### src/rtl/gpio_iomem.sv
`default_nettype none
// ============================================================================
// Module   : gpio_iomem
// Brief    : Memory-mapped GPIO with synchronised, optionally debounced inputs,
//            sticky rising-edge flags and a level interrupt.
//            Define GPIO_IOMEM_DEBOUNCE_EN to build the per-pin debouncers.
// Revision : 1.0 - initial release
// ============================================================================
module gpio_iomem #(
    parameter int N_IN       = 5,
    parameter int N_OUT      = 16,
    parameter int DEB_CYCLES = 65000
) (
    input  logic             clk,
    input  logic             reset,
    input  logic             iomem_valid,
    output logic             iomem_ready,
    input  logic [3:0]       iomem_wstrb,
    input  logic [31:0]      iomem_addr,
    input  logic [31:0]      iomem_wdata,
    output logic [31:0]      iomem_rdata,
    input  logic [N_IN-1:0]  pins_in,
    output logic [N_OUT-1:0] pins_out,
    output logic             irq
);

    localparam logic [1:0] c_REG_OUT    = 2'd0;
    localparam logic [1:0] c_REG_IN     = 2'd1;
    localparam logic [1:0] c_REG_EDGE   = 2'd2;
    localparam logic [1:0] c_REG_IRQ_EN = 2'd3;

    logic              r_ready;
    logic [31:0]       r_rdata;
    logic [N_OUT-1:0]  r_out;
    logic [N_IN-1:0]   r_sync1;
    logic [N_IN-1:0]   r_in;
    logic [N_IN-1:0]   r_edge;
    logic [N_IN-1:0]   r_irq_en;
    logic              r_irq;

    logic              w_acc;
    logic              w_wr;
    logic [1:0]        w_sel;
    logic [31:0]       w_wmask;
    logic [31:0]       w_wdm;
    logic [31:0]       w_rd_val;
    logic [N_IN-1:0]   w_in_nxt;
    logic [N_IN-1:0]   w_rise;
    logic [N_IN-1:0]   w_edge_clr;
    logic              w_unused_bits;

    assign w_acc   = iomem_valid & ~r_ready;
    assign w_wr    = w_acc & (|iomem_wstrb);
    assign w_sel   = iomem_addr[3:2];
    assign w_wmask = {{8{iomem_wstrb[3]}}, {8{iomem_wstrb[2]}},
                      {8{iomem_wstrb[1]}}, {8{iomem_wstrb[0]}}};
    assign w_wdm   = iomem_wdata & w_wmask;
    assign w_unused_bits = ^{iomem_addr[31:4], iomem_addr[1:0], w_wdm};

    always_ff @(posedge clk) begin
        if (reset) r_sync1 <= '0;
        else       r_sync1 <= pins_in;
    end

`ifdef GPIO_IOMEM_DEBOUNCE_EN
    localparam int              c_CW   = $clog2(DEB_CYCLES);
    localparam logic [c_CW-1:0] c_LAST = c_CW'(DEB_CYCLES - 1);

    logic [N_IN-1:0] r_sync2;

    always_ff @(posedge clk) begin
        if (reset) r_sync2 <= '0;
        else       r_sync2 <= r_sync1;
    end

    // IN follows the synchronised pin only after DEB_CYCLES consecutive disagreeing cycles
    for (genvar gi = 0; gi < N_IN; gi++) begin : g_deb
        logic [c_CW-1:0] r_cnt;
        logic            w_diff;
        logic            w_take;

        assign w_diff         = r_sync2[gi] ^ r_in[gi];
        assign w_take         = w_diff && (r_cnt == c_LAST);
        assign w_in_nxt[gi]   = w_take ? r_sync2[gi] : r_in[gi];

        always_ff @(posedge clk) begin
            if (reset || !w_diff || w_take) r_cnt <= '0;
            else                            r_cnt <= r_cnt + c_CW'(1);
        end
    end
`else
    localparam int c_unused_deb_cycles = DEB_CYCLES;

    // r_in acts as the second synchroniser stage
    assign w_in_nxt = r_sync1;
`endif

    assign w_rise     = w_in_nxt & ~r_in;
    assign w_edge_clr = (w_wr && (w_sel == c_REG_EDGE)) ? w_wdm[N_IN-1:0] : '0;

    always_comb begin
        w_rd_val = '0;
        case (w_sel)
            c_REG_OUT:    w_rd_val[N_OUT-1:0] = r_out;
            c_REG_IN:     w_rd_val[N_IN-1:0]  = r_in;
            c_REG_EDGE:   w_rd_val[N_IN-1:0]  = r_edge;
            c_REG_IRQ_EN: w_rd_val[N_IN-1:0]  = r_irq_en;
            default:      w_rd_val            = '0;
        endcase
    end

    always_ff @(posedge clk) begin
        if (reset) begin
            r_ready  <= 1'b0;
            r_rdata  <= '0;
            r_out    <= '0;
            r_in     <= '0;
            r_edge   <= '0;
            r_irq_en <= '0;
            r_irq    <= 1'b0;
        end else begin
            r_ready <= w_acc;
            r_rdata <= w_acc ? w_rd_val : '0;
            r_in    <= w_in_nxt;
            // a new rising edge overrides a simultaneous clear
            r_edge  <= (r_edge & ~w_edge_clr) | w_rise;
            r_irq   <= |(r_edge & r_irq_en);
            if (w_wr && (w_sel == c_REG_OUT))
                r_out <= (r_out & ~w_wmask[N_OUT-1:0]) | w_wdm[N_OUT-1:0];
            if (w_wr && (w_sel == c_REG_IRQ_EN))
                r_irq_en <= (r_irq_en & ~w_wmask[N_IN-1:0]) | w_wdm[N_IN-1:0];
        end
    end

    assign iomem_ready = r_ready;
    assign iomem_rdata = r_rdata;
    assign pins_out    = r_out;
    assign irq         = r_irq;

endmodule
`default_nettype wire

### config.mk
export PLATFORM = sky130hd
export DESIGN_NAME = gpio_iomem
export DESIGN_NICKNAME = d
export VERILOG_FILES = /design/src/rtl/gpio_iomem.sv
export SDC_FILE = /design/constraint.sdc
export NUM_CORES = 1
export LEC_CHECK = 0
export BUFFER_PORTS_ARGS = -buffer_cell sky130_fd_sc_hd__buf_2
export CAP_MARGIN = 5
export CORE_ASPECT_RATIO = 0.8
export CORE_UTILIZATION = 35
export CTS_CLUSTER_DIAMETER = 30
export DETAILED_ROUTE_END_ITERATION = 10
export HOLD_SLACK_MARGIN = 0.05
export PLACE_DENSITY_LB_ADDON = 0.25
export SLEW_MARGIN = 25
export SYNTH_ARGS = -nofsm -noshare
export SYNTH_HDL_FRONTEND = slang
export SYNTH_SLANG_ARGS = --single-unit
### constraint.sdc
create_clock -name clk -period 3.6 [get_ports clk]
set_input_delay 0.36 -clock clk [delete_from_list [all_inputs] [get_ports clk]]
set_output_delay 0.36 -clock clk [all_outputs]
set_load 0.02 [all_outputs]
Yosys cells after proc, flatten, opt, wreduce, memory -nomap -nowiden
Index checks and enable logic that the tools add are counted.
{"block": "op_classes", "n_eq_ne": 3, "mux": 2, "bitwise": 18, "n_reduce_logical": 8}
{"cell": "16-bit bitwise AND", "n": 2}
{"cell": "5-bit bitwise AND", "n": 4}
{"cell": "5-bit case mux with 4 select lines", "n": 1}
{"cell": "16-bit inverter", "n": 1}
{"cell": "16-bit OR", "n": 1}
{"cell": "5-bit inverter", "n": 3}
{"cell": "5-bit OR", "n": 2}
{"cell": "5-bit two-way mux", "n": 1}
{"cell": "5-bit OR reduction", "n": 1}
{"cell": "2-bit == test (second input constant)", "n": 2}
{"cell": "4-bit OR reduction", "n": 1}
{"cell": "1-bit logical AND", "n": 3}
{"cell": "1-bit inverter", "n": 3}
{"cell": "3-bit OR reduction", "n": 1}
{"cell": "1-bit bitwise AND", "n": 2}
{"cell": "2-bit by 1-bit == test with 1-bit output (second input constant)", "n": 1}
{"cell": "2-bit zero test", "n": 1}
{"cell": "2-bit OR reduction", "n": 1}
{"block": "totals", "ff_bits": 70, "in_bits": 76}

Depth between registers and ports, before layout
{"block": "logic_depth", "word_depth": 8, "depth_mapped": 5}

Worst setup path after synthesis
No wires, ideal clock.
{"block": "synth_path", "path_type": "input-to-reg", "startpoint": "input iomem_addr[2]", "endpoint": "register with a tool-made name", "setup_time_ps": 72, "arrival_ps": 1244, "required_time_ps": 3528, "path_slack_ps": 2284, "cell_stages": 5, "path_buffers": 2, "cell_sequence": "buf_6 -> nor3b_4 -> and3b_1 -> buf_6 -> mux2i_1"}
{"element": "start: declaration", "line_no": "19", "source": "input logic [31:0] iomem_addr,"}

Worst setup path after layout
{"block": "layout_path", "startpoint": "input reset", "endpoint": "register r_edge[1]"}
{"element": "start: declaration", "line_no": "15", "source": "input logic reset,"}
{"element": "end signal: assignment", "line_no": "126", "source": "r_edge <= (r_edge & ~w_edge_clr) | w_rise;"}
{"element": "end: declaration", "line_no": "37", "source": "logic [N_IN-1:0] r_edge;"}
No word-level cell between the ends.

==> summary.txt <==
Outcome
  • Status: finished, final reports clean

Setup path
  • Crit path DAT: roughly 2 ns
  • CP endpoint kind: register
  • Critical path required time: approximately 3.8 ns
  • Worst-path maximum fanout: 29
  • Startpoint Class: input port
  • Worst Path Buf+Inv: 2
  • Worst path max stage delay: 0.73 ns
  • Top delay family on crit path: buffers and inverters
  • R2r setup slk: 2.19 ns
  • WS Path Type: input port to register
  • CP max stage cell: clkinv_1
  • Cell Chain, Critical Path: buf_2 -> clkinv_1 -> a32o_1

Clock tree
  • Clk slew on worst S/H paths: 0.10 ns
  • Post-CTS sizing: 0
  • Post-CTS Setup Inserts: 0
  • Post-CTS Hold Buffers: 0
  • H-tree Lvls: 2
  • Clock root buffer: clkbuf_8
  • Clock latency on the worst-skew pair: 0.30 ns
  • Clock Tree Buf Depth: 2
  • CTS buffer count: 5
  • Clk sinks: 54
  • CTS tree: done

Job
  • Max-cap violations: 0

Drt
  • Residual DRC count: 0
  • Pre-antenna DRT Iters: 4
  • Drt total wl: 4040 µm
  • Vias/cell: 4.28
  • Vias: 1450
  • Initial drt markers: 35
  • DR WL/cell: 11.9 µm
  • Post-DRT Antenna Nets: 0

Placement
  • GP Congestion: approximately 0.74
  • Buffers on Ports: 61
  • Placed cell count: 331
  • Detailed placement HPWL: approximately 2900 µm

Power
  • Net Sw Frac: 0.212
  • Sw Pwr: 0.256 mW
  • PD cells: 467 nW/µm²
  • Part of the power in registers: 0.516
  • Final Power: 1.21 mW
  • P_leak: 1.19 nW
  • Comb power frac: 0.083
  • Max VDD drop: 183 µV
  • Int Power: 0.950 mW
  • Clk pwr share: 0.401

Final layout
  • Util after Layout: 0.435
  • Area delta synth->final: 19.3%
  • Layout Cells excl Fill: about 340
  • # nets final: 333
  • Multi-input gate area: 927 µm²
  • Diodes inserted: 0
  • Filler cell count: around 640
  • Layout cells sized above 1: 0.302
  • Sequential Area: roughly 1100 µm²

Synthesis
  • FF+latch count, synth: 54
  • Post-synth cell types: 29
  • Synth Warn #: 0
  • Syn Area/Cell: 10.8 µm²
  • Sequential area share after synthesis: 0.499
  • Synthesized instance count: 201
  • Post-synthesis cell area: 2170 µm²

GRT
  • Grt total ovfl: 0
  • Global-route total usage across every layer: 0.124
  • Vias in the first global route: ~1.3k
  • Initial antenna violation count: 0
  • First-pass GRT wire length: 6170 µm
  • Pin count of the biggest net entering global routing: 30

Floorplan
  • Total core area: 5940 µm²
  • DIE AREA: 6510 µm²
  • Initial Util: 0.364
  • Die height: slightly above 70 µm
  • Cell row count: 25
  • # IOs: 126
  • Die Wd: 90.0 µm

Timing
  • Fmax: 556 MHz
  • RSZ-0062 raised after global routing: no
  • Slew of the pin with the lowest slew margin: just over 0.7 ns
  • Final setup violation count: 0
  • Slew Limit Fails: 0
  • Clock Skew: 0.00990 ns
  • Hold slack: 0.261 ns
  • Slew Limit Headroom: 0.519
  • Final setup TNS: 0 ns
  • Final hold vios: 0
  • Final Critical Period: 1.80 ns
  • Final Cycle Share: 0.499

Min path
  • Hold Crit Class: input port to register
[synthesized netlist by cell type]
| library cell | instances | area, µm² |
|---|---|---|
| and2_1 | 11 | 68.8 |
| buf_6 | 2 | 22.5 |
| buf_4 | 18 | 135 |
| and3b_1 | 1 | 8.76 |
| nor2b_1 | 13 | 81.3 |
| clkbuf_1 | 4 | 15.0 |
| nand3_1 | 5 | 25.0 |
| a222oi_1 | 1 | 10.0 |
| mux2i_1 | 21 | 210 |
| or3b_4 | 1 | 11.3 |
| nor3_4 | 1 | 16.3 |
| conb_1 | 1 | 3.75 |
| and3_1 | 2 | 12.5 |
| nand3b_2 | 1 | 11.3 |
| clkinv_1 | 1 | 3.75 |
| nand2b_1 | 16 | 100 |
| buf_2 | 3 | 15.0 |
| mux4_2 | 4 | 90.1 |
| inv_1 | 6 | 22.5 |
| a21oi_1 | 1 | 5.00 |
| nand2_1 | 21 | 78.8 |
| a22oi_1 | 1 | 7.51 |
| dfxtp_1 | 54 | 1080 |
| and2b_1 | 3 | 22.5 |
| nor2_1 | 1 | 3.75 |
| mux4_1 | 1 | 26.3 |
| and2_4 | 1 | 8.76 |
| nor3b_4 | 1 | 18.8 |
| a32o_1 | 5 | 50.1 |
[cell usage in the layout, fill, tap and decap left out]
| cell | n |
|---|---|
| a22oi_1 | 1 |
| and2b_1 | 3 |
| clkbuf_8 | 6 |
| nor2b_1 | 13 |
| or3b_4 | 1 |
| and3b_1 | 1 |
| and2_1 | 11 |
| dfxtp_1 | 54 |
| mux4_2 | 4 |
| nand2_1 | 21 |
| inv_1 | 6 |
| mux4_1 | 1 |
| nand3_1 | 5 |
| a222oi_1 | 1 |
| a32o_1 | 5 |
| conb_1 | 16 |
| a21oi_1 | 1 |
| clkinv_1 | 1 |
| nand3b_2 | 1 |
| buf_2 | 61 |
| bufinv_16 | 2 |
| and3_1 | 2 |
| nor3_4 | 1 |
| mux2i_1 | 21 |
| nor2_1 | 1 |
| and2_4 | 1 |
| nand2b_1 | 16 |
| nor3b_4 | 1 |
[worst reg2reg max path, delay by kind of cell (launching register included)]
family,cells,cell delay (ns)
AND/OR/NAND/NOR,3,0.98
flip-flops,1,0.37
[per-stage QoR]
stage | worst slack [ns] | cell area [µm²]
finish | 1.80 | 2580
global route | 1.64 | 2580
CTS | 1.77 | 2580
detailed placement | 1.45 | 2440
global placement | 1.46 | 2440
floorplan | 2.28 | 2220
[routing by layer]
layer / GRT usage / vias up / share of wire
met1: 0.167 / 651 / 0.48
met4: 0.0484 / 0 / 0.011
li1: - / 739 / -
met2: 0.186 / 55 / 0.43
met5: 0 / - / 0
met3: 0.0409 / 5 / 0.072
[power by group through the flow]
stage	Clock [mW]	Combinational (mW)	Sequential, mW
3_5_place_dp	0	0.101	0.637
6_report	0.484	0.0998	0.623
2_1_floorplan	0	0.0802	0.641
3_3_place_gp	0	0.100	0.637
5_1_grt	0.528	0.109	0.625
4_1_cts	0.502	0.101	0.623
[cells by family after synthesis]
logic type / Yosys count / synth area share
AO/OA/AOI/OAI: 8 / 0.0335
buffers and inverters: 34 / 0.0988
flip-flops: 54 / 0.499
multiplexers: 26 / 0.151
other: 1 / 0.00173
AND/OR/NAND/NOR: 78 / 0.216
[layout make-up]
cell class | instances | area share
clock inverters | 2 | 0.0232
inverters | 7 | 0.0102
multi-input cells | 128 | 0.359
clock buffers | 6 | 0.0320
repair buffers | 61 | 0.118
flip-flops and latches | 54 | 0.418
well taps | 81 | 0.0392
[worst paths after layout]
check	from	to	cells past startpoint
hold reg to reg	r_sync1[1]$_SDFF_PP0_	r_in[1]$_SDFF_PP0_	1
hold / removal	pins_in[4]	r_sync1[4]$_SDFF_PP0_	2
setup / recovery	reset	r_edge[1]$_SDFF_PP0_	3
setup reg to reg	iomem_ready$_SDFF_PP0_	iomem_rdata[12]$_SDFF_PP0_	3
Power figures use the tool's default switching activity.
